===== config.mk =====
export PLATFORM = sky130hd
export DESIGN_NAME = systolic_setup_ctrl
export DESIGN_NICKNAME = d
export VERILOG_FILES = /design/src/rtl/systolic_pkg.sv /design/src/rtl/systolic_skew_gen.sv /design/src/rtl/systolic_setup_ctrl.sv
export SDC_FILE = /design/constraint.sdc
export NUM_CORES = 1
export LEC_CHECK = 0
export CORE_MARGIN = 2
export CORE_UTILIZATION = 55
export DETAILED_ROUTE_END_ITERATION = 10
export HOLD_SLACK_MARGIN = 0.1
export PLACE_DENSITY_LB_ADDON = 0.2
export SLEW_MARGIN = 10
export SYNTH_ARGS = -nofsm -noshare
export SYNTH_HDL_FRONTEND = slang
export SYNTH_SLANG_ARGS = --single-unit

===== constraint.sdc =====
create_clock -name clock -period 9.9 [get_ports clock]
set_input_delay 1.485 -clock clock [delete_from_list [all_inputs] [get_ports clock]]
set_output_delay 1.485 -clock clock [all_outputs]
set_load 0.02 [all_outputs]

===== src/rtl/systolic_pkg.sv =====
// rtl/systolic_pkg.sv - shared state encoding and counter width helpers for the systolic setup path
package systolic_pkg;

  typedef enum logic [2:0] {
    IDLE,
    LOAD,
    SKEW,
    DRAIN,
    DONE
  } setup_state_t;

  // Never return zero so single-value counters still get a real bit.
  function automatic int clog2_min1(input int v);
    return (v <= 2) ? 1 : $clog2(v);
  endfunction

  function automatic int t_width(input int max_k, input int dim);
    return clog2_min1(max_k + dim);
  endfunction

  function automatic int b_width(input int max_k);
    return clog2_min1(max_k + 1);
  endfunction

  function automatic int drain_width(input int drain_cyc);
    return clog2_min1(drain_cyc);
  endfunction

endpackage


===== src/rtl/systolic_skew_gen.sv =====
// rtl/systolic_skew_gen.sv - pyramidal lane read-enable window with empty-lane stall detection
module systolic_skew_gen #(
  parameter int DIM = 8,
  parameter int KW  = 4,
  parameter int TW  = 4
) (
  input  logic            active,
  input  logic [TW-1:0]   t,
  input  logic [KW-1:0]   k,
  input  logic [DIM-1:0]  lane_empty,
  output logic            stall,
  output logic [DIM-1:0]  lane_rd_en,
  output logic [DIM-1:0]  lane_zero
);

  localparam int SW = TW + 1;

  logic [DIM-1:0] window;

  // Lane i reads during steps i .. i+k-1; any empty lane in the window freezes every lane.
  always_comb begin
    window = '0;
    for (int i = 0; i < DIM; i++) begin
      window[i] = active && (SW'(t) >= SW'(i)) && (SW'(t) < SW'(i) + SW'(k));
    end
    stall      = |(window & lane_empty);
    lane_rd_en = stall ? '0 : window;
    lane_zero  = ~lane_rd_en;
  end

endmodule


===== src/rtl/systolic_setup_ctrl.sv =====
// rtl/systolic_setup_ctrl.sv - feed-command sequencer: column load, staggered lane reads, drain, done
// Optional perf counters enabled by SYSTOLIC_SETUP_PERF_EN.
module systolic_setup_ctrl
  import systolic_pkg::*;
#(
  parameter int DIM       = 8,
  parameter int MAX_K     = 8,
  parameter int DRAIN_CYC = 8
) (
  input  logic                       clock,
  input  logic                       reset,
  input  logic                       cmd_valid,
  input  logic [$clog2(MAX_K+1)-1:0] cmd_k,
  output logic                       cmd_ready,
  input  logic                       abort,
  output logic                       in_req,
  input  logic                       in_valid,
  input  logic [DIM-1:0]             lane_full,
  input  logic [DIM-1:0]             lane_empty,
  output logic [DIM-1:0]             lane_wr_en,
  output logic [DIM-1:0]             lane_rd_en,
  output logic [DIM-1:0]             lane_zero,
  output logic                       busy,
  output logic                       done,
`ifdef SYSTOLIC_SETUP_PERF_EN
  output logic [31:0]                perf_busy_cyc,
  output logic [31:0]                perf_stall_cyc,
`endif
  output logic                       aborted
);

  localparam int KW  = b_width(MAX_K);
  localparam int TW  = t_width(MAX_K, DIM);
  localparam int DW  = drain_width(DRAIN_CYC);
  localparam int TSW = TW + 1;

  setup_state_t  state_q, state_d;
  logic [KW-1:0] k_q, k_d, k_in;
  logic [KW-1:0] b_q, b_d;
  logic [TW-1:0] t_q, t_d;
  logic [DW-1:0] d_q, d_d;
  logic          cmd_ready_q, cmd_ready_d;
  logic          aborted_q, aborted_d;
  logic          stall, t_last;

  assign k_in   = (cmd_k > KW'(MAX_K)) ? KW'(MAX_K) : cmd_k;
  assign t_last = (TSW'(t_q) == TSW'(k_q) + TSW'(DIM - 2));

  systolic_skew_gen #(
    .DIM (DIM),
    .KW  (KW),
    .TW  (TW)
  ) u_skew (
    .active     (state_q == SKEW),
    .t          (t_q),
    .k          (k_q),
    .lane_empty (lane_empty),
    .stall      (stall),
    .lane_rd_en (lane_rd_en),
    .lane_zero  (lane_zero)
  );

  always_comb begin
    state_d    = state_q;
    k_d        = k_q;
    b_d        = b_q;
    t_d        = t_q;
    d_d        = d_q;
    aborted_d  = 1'b0;
    in_req     = 1'b0;
    lane_wr_en = '0;
    case (state_q)
      IDLE: begin
        if (cmd_valid && cmd_ready_q) begin
          k_d     = k_in;
          state_d = (k_in == '0) ? DONE : LOAD;
        end
      end
      LOAD: begin
        in_req = ~|lane_full;
        if (in_req && in_valid) begin
          lane_wr_en = '1;
          b_d        = b_q + KW'(1);
          if (b_q == k_q - KW'(1)) state_d = SKEW;
        end
      end
      SKEW: begin
        if (!stall) begin
          if (t_last) state_d = (DRAIN_CYC == 0) ? DONE : DRAIN;
          else        t_d     = t_q + TW'(1);
        end
      end
      DRAIN: begin
        if (d_q == DW'(DRAIN_CYC - 1)) state_d = DONE;
        else                           d_d     = d_q + DW'(1);
      end
      DONE:    state_d = IDLE;
      default: state_d = IDLE;
    endcase
    // Abort overrides any transition, including the final load beat.
    if (abort && state_q != IDLE) begin
      state_d   = IDLE;
      aborted_d = 1'b1;
    end
    // Every phase starts its own counter from zero.
    if (state_d != state_q) begin
      b_d = '0;
      t_d = '0;
      d_d = '0;
    end
  end

  assign cmd_ready_d = (state_d == IDLE);

  always_ff @(posedge clock or negedge reset) begin
    if (!reset) begin
      state_q     <= IDLE;
      k_q         <= '0;
      b_q         <= '0;
      t_q         <= '0;
      d_q         <= '0;
      cmd_ready_q <= 1'b0;
      aborted_q   <= 1'b0;
    end else begin
      state_q     <= state_d;
      k_q         <= k_d;
      b_q         <= b_d;
      t_q         <= t_d;
      d_q         <= d_d;
      cmd_ready_q <= cmd_ready_d;
      aborted_q   <= aborted_d;
    end
  end

  assign cmd_ready = cmd_ready_q;
  assign aborted   = aborted_q;
  assign busy      = (state_q != IDLE);
  assign done      = (state_q == DONE);

`ifdef SYSTOLIC_SETUP_PERF_EN
  logic [31:0] perf_busy_q, perf_busy_d;
  logic [31:0] perf_stall_q, perf_stall_d;
  logic        stall_cyc;

  assign stall_cyc = ((state_q == SKEW) && stall) || ((state_q == LOAD) && !in_req);

  always_comb begin
    perf_busy_d  = perf_busy_q;
    perf_stall_d = perf_stall_q;
    if (busy && (perf_busy_q != '1))       perf_busy_d  = perf_busy_q + 32'd1;
    if (stall_cyc && (perf_stall_q != '1)) perf_stall_d = perf_stall_q + 32'd1;
  end

  always_ff @(posedge clock or negedge reset) begin
    if (!reset) begin
      perf_busy_q  <= '0;
      perf_stall_q <= '0;
    end else begin
      perf_busy_q  <= perf_busy_d;
      perf_stall_q <= perf_stall_d;
    end
  end

  assign perf_busy_cyc  = perf_busy_q;
  assign perf_stall_cyc = perf_stall_q;
`endif

endmodule

**Word level (Yosys, flattened, before mapping)**

Cells that the tools add are included.

- Bitwise logic cells: 2
- Equal/unequal tests: 11
- Multiply operators: 0
- Order comparisons: 16
- Div/mod/pow operators: 0
- Reductions and logical operators: 33
- Add/subtract/negate cells: 11
- Shifts and indexed selects: 0
- Muxes and demuxes: 25

Operator list:

| operator | number |
|---|---|
| $lt 4x5->1 | 7 |
| $mux 3 | 11 |
| $mux 4 | 8 |
| $mux 8 | 3 |
| $add 3x4->5 const A | 4 |
| $logic_and 1x1->1 | 18 |
| $ge 4x3->1 const B | 4 |
| $reduce_or 8->1 | 2 |
| $pmux 3 s4 | 1 |
| $add 2x4->5 const A | 2 |
| $add 4x1->4 const B | 2 |
| $and 8x8->8 | 1 |
| $ge 4x2->1 const B | 2 |
| $not 8->8 | 1 |
| $reduce_bool 2->1 | 4 |
| $eq 3x2->1 const B | 2 |
| $eq 3x3->1 const B | 2 |
| $logic_not 3->1 | 2 |
| $ne 2x1->1 const B | 3 |
| $reduce_and 2->1 | 3 |
| $add 1x4->5 const A | 1 |
| $eq 4x5->1 | 1 |
| $eq 4x4->1 | 1 |
| $ge 4x1->1 const B | 1 |
| 11 further kinds | 12 |

- Word-level logic and storage cells: 105
- RAM bits: 0
- Bits in latches: 0
- Memory bits (read-only): 0
- Memories kept: 0
- Register bits after elaboration: 20

**Depth between registers and ports, before layout**

Gate-level depths: netlist of the first run.

- Depth in word-level cells: 11
- Mapped depth: 13
- Depth with buffers taken out: 12

**Cells and area by module**

From an unflattened synthesis of the first run, not the netlist that was laid out.

- Cell total of the unflattened synthesis: 286
- Area, all modules: 2538.7 um^2

By module, submodules not included:

| module | times used | area an instance (um^2) | seq. area each (um^2) | cells each |
|---|---|---|---|---|
| systolic_setup_ctrl | 1 | 1408.9 | 500.5 | 138 |
| systolic_skew_gen | 1 | 1129.8 | 0.0 | 148 |

**Worst setup path after synthesis of the first run**

No wires, ideal clock.

- Kind: flip-flop to output port
- Start point: reg k_q[2]
- End point: out lane_rd_en[0]
- Arrival: 3.294 ns
- Path buffers: 1
- Setup slack: 5.121 ns
- Cell stages (with the launch flop): 14
- Required time: 8.415 ns
- Path through: dfrtp_1 -> inv_1 -> ha_1 -> a21boi_0 -> xnor2_1 -> ha_1 -> o21ai_0 -> or3_4 -> o211ai_2 -> nand4_1 -> or3_4 -> clkbuf_1 -> or3_1 -> inv_1

- Word-level cells in the longest chain between the ends: 6
- Elaborated cells between the ends (all ways): 26
- Those cells by class: 7 x add/sub; 8 x order compare; 1 x mux; 1 x bitwise; 9 x reduce/logical

Ends and longest elaborated chain:

| element | line | text |
|---|---|---|
| from (decl) | systolic_setup_ctrl.sv:38 | `logic [KW-1:0] k_q, k_d, k_in;` |
| from (signal assigned) | systolic_setup_ctrl.sv:126 | `k_q <= k_d;` |
| $add 1x4->5, or another cell as far along | systolic_skew_gen.sv:24 | `window[i] = active && (SW'(t) >= SW'(i)) && (SW'(t) < SW'(i) + SW'(k));` |
| $lt 4x5->1 | systolic_skew_gen.sv:24 |  |
| $logic_and 1x1->1 | systolic_skew_gen.sv:24 |  |
| $and 8x8->8 | systolic_skew_gen.sv:26 | `stall = \|(window & lane_empty);` |
| $reduce_or 8->1 | systolic_skew_gen.sv:26 |  |
| $mux 8 (*) | systolic_skew_gen.sv:27 | `lane_rd_en = stall ? '0 : window;` |
| to (decl) | systolic_setup_ctrl.sv:21 | `output logic [DIM-1:0] lane_rd_en,` |

Mark *: on every way between the ends. The rest lies on a longest branch, timed or not.

**Worst setup path after layout of the first run**

- Start point: reg k_q[1]
- End point: out lane_rd_en[7]

Same word-level chain as after synthesis.

==> reports/metrics.cfg, run 1 <==
[run_status]
status=finished, final reports clean

[sta]
period_needed_ns=5.70
max-slew-margin-rel_pct=31.5
fin_skew_ns=0.00234
final-setup-viol-count=0
drv_slew=0
worst_pin_slew_ns=1.01
fin_tns_setup_ns=0
max_freq_ghz=0.175
fin_crit_sh_pct=57.6
fin_ws_ns=4.20
hold_violations=0
rsz0062_at_grt=false

[cells_and_area]
utilization_pct=70.9
mostFrequentLayoutCells=clkdlybuf4s50_1 (53), ha_1 (38), inv_1 (22), a21oi_1 (21), dfrtp_1 (20)
drive_gt1_share_pct=5.37
diodes=0
nets=362
syn_to_final_growth_pct=24.9
layout_commonest_cell=clkdlybuf4s50_1
finalNonFillerCells=348

[clock_tree]
hold_buffers=0
cts_sinks=20
clk_pin_slew_worst_paths_ns=0.08
clk_path_buf_depth=2
clockRootBuffer=clkbuf_8
htree_num_levels=1
clk_latency_ns=0.26
post_cts_resized=0
numCtsBuffers=3
post_cts_buffers=0
cts_tree=yes

[global_route]
grt_usage_pct=25.2
grt_max_degree=21
grt_pass1_wl_um=8880
grt_pass1_vias=1838
antenna_found_initial=0
overflow=0

[floorplanning]
die_width_um=68.0
die_area_um2=4620
io_pins=54
core_area_um2=3970
die_y_um=68.0
rows=23
initial_utilization_pct=56.7

[power_and_ir_drop]
power_density_nw_per_um2=175
p_leak_nw=1.25
ir_drop_mv=0.177

[placed_design]
dp.cells=344
place_congestion=0.864
dp_hpwl_um=4280
numPortBuffers=53
pre_cts_slack_ns=4.57

[synth]
syn_area_um2=2250
yosysSeqAreaShare_pct=22.2
synth-seq-cells=20
synth_fp_nets=320
synth-edff-count=0
yosys_warnings=0
async_flop_share_pct=100
ys_types=58
syn_inst=257
syn_avg_cell_area_um2=8.76
synth_top_flop_cell=dfrtp_1

[critical_path]
worstSetupEndpointType=output port
start_kind=flop
crit_path_max_fanout=15
path_class=flop to output port
worstPathRequired_ns=8.42
arrival_ns=4.22

[detailed_routing]
avgRoutedWirePerCell_um=15.9
vias=2068
drtPass1Iterations=4
drcViolationCount=0
drt_iter0_drc=114
drt-total-wl_um=5520
vias_per_cell=5.94
ant_nets=0

[min_path]
hp-class=flop to flop

[flow_run]
max-cap-violations=0

==> synthesized netlist by cell type (2+ instances only) <==
cell type	n	share of area [%]
nand4_1	6	1.7
ha_1	38	21
o211ai_1	2	0.67
and3_1	2	0.56
or4_1	3	1.0
a21o_1	3	1.0
nor2_1	8	1.3
nand2_1	14	2.3
nand3_1	5	1.1
a21boi_0	2	0.67
mux2i_1	3	1.3
dfrtp_1	20	22
a22oi_1	4	1.3
inv_1	22	3.7
or2_2	2	0.56
nor4_1	5	1.4
xnor2_1	10	3.9
buf_1	2	0.33
clkbuf_1	3	0.50
buf_4	9	3.0
a21oi_1	21	4.7
o2111ai_1	2	0.78
nand3b_1	4	1.3
and2_1	2	0.56
o32a_1	2	0.89
o31ai_1	4	1.3
nor2b_1	4	1.1
o21ai_0	11	2.4
nor3_1	3	0.67
or3_1	5	1.4
o21a_1	2	0.67
or3_4	2	1.0
xor2_1	6	2.3
nor3b_2	2	1.1
==> cell type report <==
class | instances | area, µm²
Fill cell | 350 | 1160
Clock inverter | 1 | 30.0
Clock buffer | 3 | 41.3
Inverter | 23 | 86.3
Sequential cell | 20 | 500
Timing Repair Buffer | 53 | 531
Multi-Input combinational cell | 198 | 1560
Tap cell | 50 | 62.6
==> routing by layer <==
layer / up-vias / part of all wire [%] / routed length (µm) / track usage, %
met5: - / 0 / 0 / 0
met4: 0 / 1.3 / 69 / 4.00
met3: 9 / 6.4 / 352 / 2.96
met2: 80 / 44 / 2420 / 39.8
met1: 956 / 49 / 2680 / 37.5
li1: 1023 / - / - / -
==> power by group <==
group	switching, W	internal (W)
registers	0.0000265	0.0000942
logic	0.000165	0.000123
clock network	0.0000279	0.0000540
total	0.000220	0.000271
==> critical path, cell delays in order (launching register included) <==
cell and delay, ns:
dfrtp_1 0.52, inv_1 0.21, ha_1 0.27, xnor2_1 0.39, ha_1 0.27, o21ai_0 0.09
or3_4 0.34, o211ai_2 0.16, nand4_1 0.19, or3_4 0.51, or3_1 0.37, inv_1 0.07
clkdlybuf4s50_1 0.59
==> sequential cells by signal, summed over array words and instances (netlist names) <==
| name | count |
|---|---|
| k_q | 4 |
| cmd_ready | 1 |
| b_q | 4 |
| state_q | 3 |
| d_q | 3 |
| aborted | 1 |
| t_q | 4 |
==> through the flow <==
step / hold WS, ns / area (µm²) / total power [W]
detailed placement: 0.561 / 2740 / 0.000405
CTS: 0.578 / 2810 / 0.000488
finish: 0.572 / 2810 / 0.000491
floorplan: 0.519 / 2250 / 0.000331
global placement: 0.540 / 2740 / 0.000399
global route: 0.615 / 2810 / 0.000528
==> worst paths after layout <==
path	from	end	slack, ns	depth (start not counted)
min	d_q[2]	d_q[2]	0.57	2
max reg2reg	k_q[1]	t_q[3]	6.16	11
min in group asynchronous	reset	d_q[0]	1.71	1
min reg2reg	d_q[2]	d_q[2]	0.57	2
max in group asynchronous	reset	k_q[3]	7.65	1
max	k_q[1]	lane_rd_en[7]	4.20	12
==> cells by family after synthesis <==
family,after synthesis,share of synthesized area [%]
and+or+nand+nor,77,21.4
AOI/OAI and AO/OA,64,19.3
buffers and inverters,39,8.39
adders and majority gates,38,21.1
DFF,20,22.2
xor gates and xnor gates,16,6.22
muxes,3,1.33
Note: power is estimated with default switching activity, not from simulation.
==> run 2: changes to the inputs <==
--- a/config.mk
+++ b/config.mk
@@ -6,7 +6,7 @@
 export NUM_CORES = 1
 export LEC_CHECK = 0
 export CORE_MARGIN = 2
-export CORE_UTILIZATION = 55
+export CORE_UTILIZATION = 51
 export DETAILED_ROUTE_END_ITERATION = 10
 export HOLD_SLACK_MARGIN = 0.1
 export PLACE_DENSITY_LB_ADDON = 0.2
==> constraint.sdc (replaced) <==
create_clock -name clock -period 5.7 [get_ports clock]
set_input_delay 0.855 -clock clock [delete_from_list [all_inputs] [get_ports clock]]
set_output_delay 0.855 -clock clock [all_outputs]
set_load 0.02 [all_outputs]
==> reports/metrics.cfg, run 2 (synthesis results as in run 1) <==
[run_status]
status=finished, final reports clean

[detailed_routing]
drt-total-wl_um=5530  ; +0.13%
avgRoutedWirePerCell_um=15.8  ; -0.45%
drcViolationCount=0  ; unchanged
vias=2031  ; -1.8%
drtPass1Iterations=4  ; unchanged
vias_per_cell=5.80  ; -2.4%
drt_iter0_drc=170  ; +49%
ant_nets=0  ; unchanged

[clock_tree]
htree_num_levels=1  ; unchanged
clockRootBuffer=clkbuf_8
post_cts_resized=0  ; unchanged
numCtsBuffers=3  ; unchanged
clk_path_buf_depth=2  ; unchanged
post_cts_buffers=0  ; unchanged
hold_buffers=0  ; unchanged
clk_latency_ns=0.26  ; about the same
clk_pin_slew_worst_paths_ns=0.07  ; about the same
cts_sinks=20  ; unchanged
cts_tree=yes

[cells_and_area]
reg.largest.list=b_q (4), k_q (4), t_q (4)
finalNonFillerCells=350  ; +0.57%
mostFrequentLayoutCells=clkdlybuf4s50_1 (53), ha_1 (38), inv_1 (22), a21oi_1 (21), dfrtp_1 (20)
drive_gt1_share_pct=5.37  ; unchanged
syn_to_final_growth_pct=24.3
diodes=0  ; unchanged
nets=362  ; unchanged
layout_commonest_cell=clkdlybuf4s50_1

[sta]
fin_skew_ns=0.000979  ; -0.00136 ns
max-slew-margin-rel_pct=30.3  ; -1.2 points
drv_slew=0  ; unchanged
hold_violations=0  ; unchanged
final-setup-viol-count=0  ; unchanged
period_needed_ns=5.08
rsz0062_at_grt=false
fin_crit_sh_pct=89.1
max_freq_ghz=0.197
fin_tns_setup_ns=0  ; unchanged
worst_pin_slew_ns=1.03  ; +0.0173 ns

[critical_path]
arrival_ns=4.22  ; about the same
rr_startpoint=k_q[2]
r2r_cells=12  ; +1
worstSetupEndpointType=output port
crit_path_max_fanout=15  ; unchanged
worstPathRequired_ns=4.85  ; -3.57 ns
start_kind=flop
r2r_slack_ns=1.91  ; -4.25 ns
worstReg2RegEnd=t_q[3]
path_class=flop to output port

[placed_design]
dp.cells=346  ; +0.58%
numPortBuffers=53  ; unchanged
dp_hpwl_um=4360  ; +1.8%
place_congestion=0.854  ; -1.2%

[min_path]
hold_depth=2  ; unchanged
hp-class=flop to flop
min_to=d_q[1]
holdCritStartpoint=d_q[1]

[floorplanning]
rows=24  ; +4.3%
die_width_um=70.5  ; +3.6%
io_pins=54  ; unchanged
die_area_um2=4960  ; +7.4%
core_area_um2=4290  ; +8.1%
die_y_um=70.5  ; +3.6%
initial_utilization_pct=52.4  ; -4.3 points

[power_and_ir_drop]
ir_drop_mv=0.231  ; +30%
power.total_w=0.000814  ; +66%
p_leak_nw=1.25  ; -0.55%
power_density_nw_per_um2=291  ; +67%

[global_route]
grt_pass1_wl_um=9640  ; +8.5%
antenna_found_initial=0  ; unchanged
grt_pass1_vias=2010  ; +9.4%
overflow=0  ; unchanged
grt_max_degree=21  ; unchanged
grt_usage_pct=24.0  ; -1.2 points

[flow_run]
max-cap-violations=0  ; unchanged

[run 2: cell count changes in the layout (fill, tap and decap cells not counted), sizes merged]
cell / delta
clkbuf: +1
bufinv: -1
[run 2: power by group]
part	internal [W]	total, W	switching (W)
Clock	0.0000616	0.000110	0.0000483
Sequential	0.000164	0.000210	0.0000465
Combinational	0.000214	0.000494	0.000280
Total	0.000439	0.000814	0.000375
[run 2: how the worst max path moves through the flow]
stage | slack (ns) | start | end
4_1_cts | 0.62 | k_q[2] | lane_rd_en[4]
5_1_grt | 0.33 | k_q[2] | lane_rd_en[1]
3_3_place_gp | 0.96 | k_q[2] | lane_rd_en[3]
2_1_floorplan | 1.55 | k_q[2] | lane_rd_en[0]
3_5_place_dp | 0.92 | k_q[2] | lane_rd_en[4]
6_report | 0.62 | k_q[2] | lane_rd_en[4]
[run 2: routing by layer]
| layer | vias up | track usage [%] | part of all wire (%) |
|---|---|---|---|
| met1 | 932 | 34.3 | 47 |
| met4 | 0 | 2.35 | 0.38 |
| met5 | - | 0 | 0 |
| li1 | 1020 | - | - |
| met3 | 4 | 5.34 | 8.2 |
| met2 | 75 | 38.4 | 45 |
[run 2: stage by stage]
stage	util, %	hold WS [ns]	area, µm²	setup slack (ns)
after floorplan	-	0.519	2250	1.55
after global placement	63.9	0.544	2750	0.961
after detailed placement	63.9	0.571	2750	0.918
after CTS	65.2	0.593	2800	0.619
after global routing	65.2	0.624	2800	0.326
final	65.2	0.586	2800	0.622
[run 2: area by class of cell]
class | instances | area [µm²]
Clock buffer | 4 | 55.1
Fill cell | 361 | 1490
Inverter | 23 | 86.3
Multi-Input combinational cell | 198 | 1560
Sequential cell | 20 | 500
Tap cell | 52 | 65.1
Timing Repair Buffer | 53 | 531
[run 2: critical path: stages (launching register included)]
cell             delay [ns]
dfrtp_1                0.58
inv_1                  0.24
ha_1                   0.23
a21boi_0               0.21
xnor2_1                0.16
ha_1                   0.30
o21ai_0                0.07
or3_4                  0.34
o211ai_2               0.16
nand4_1                0.16
or3_4                  0.49
or3_1                  0.35
inv_1                  0.06
clkdlybuf4s50_1        0.59
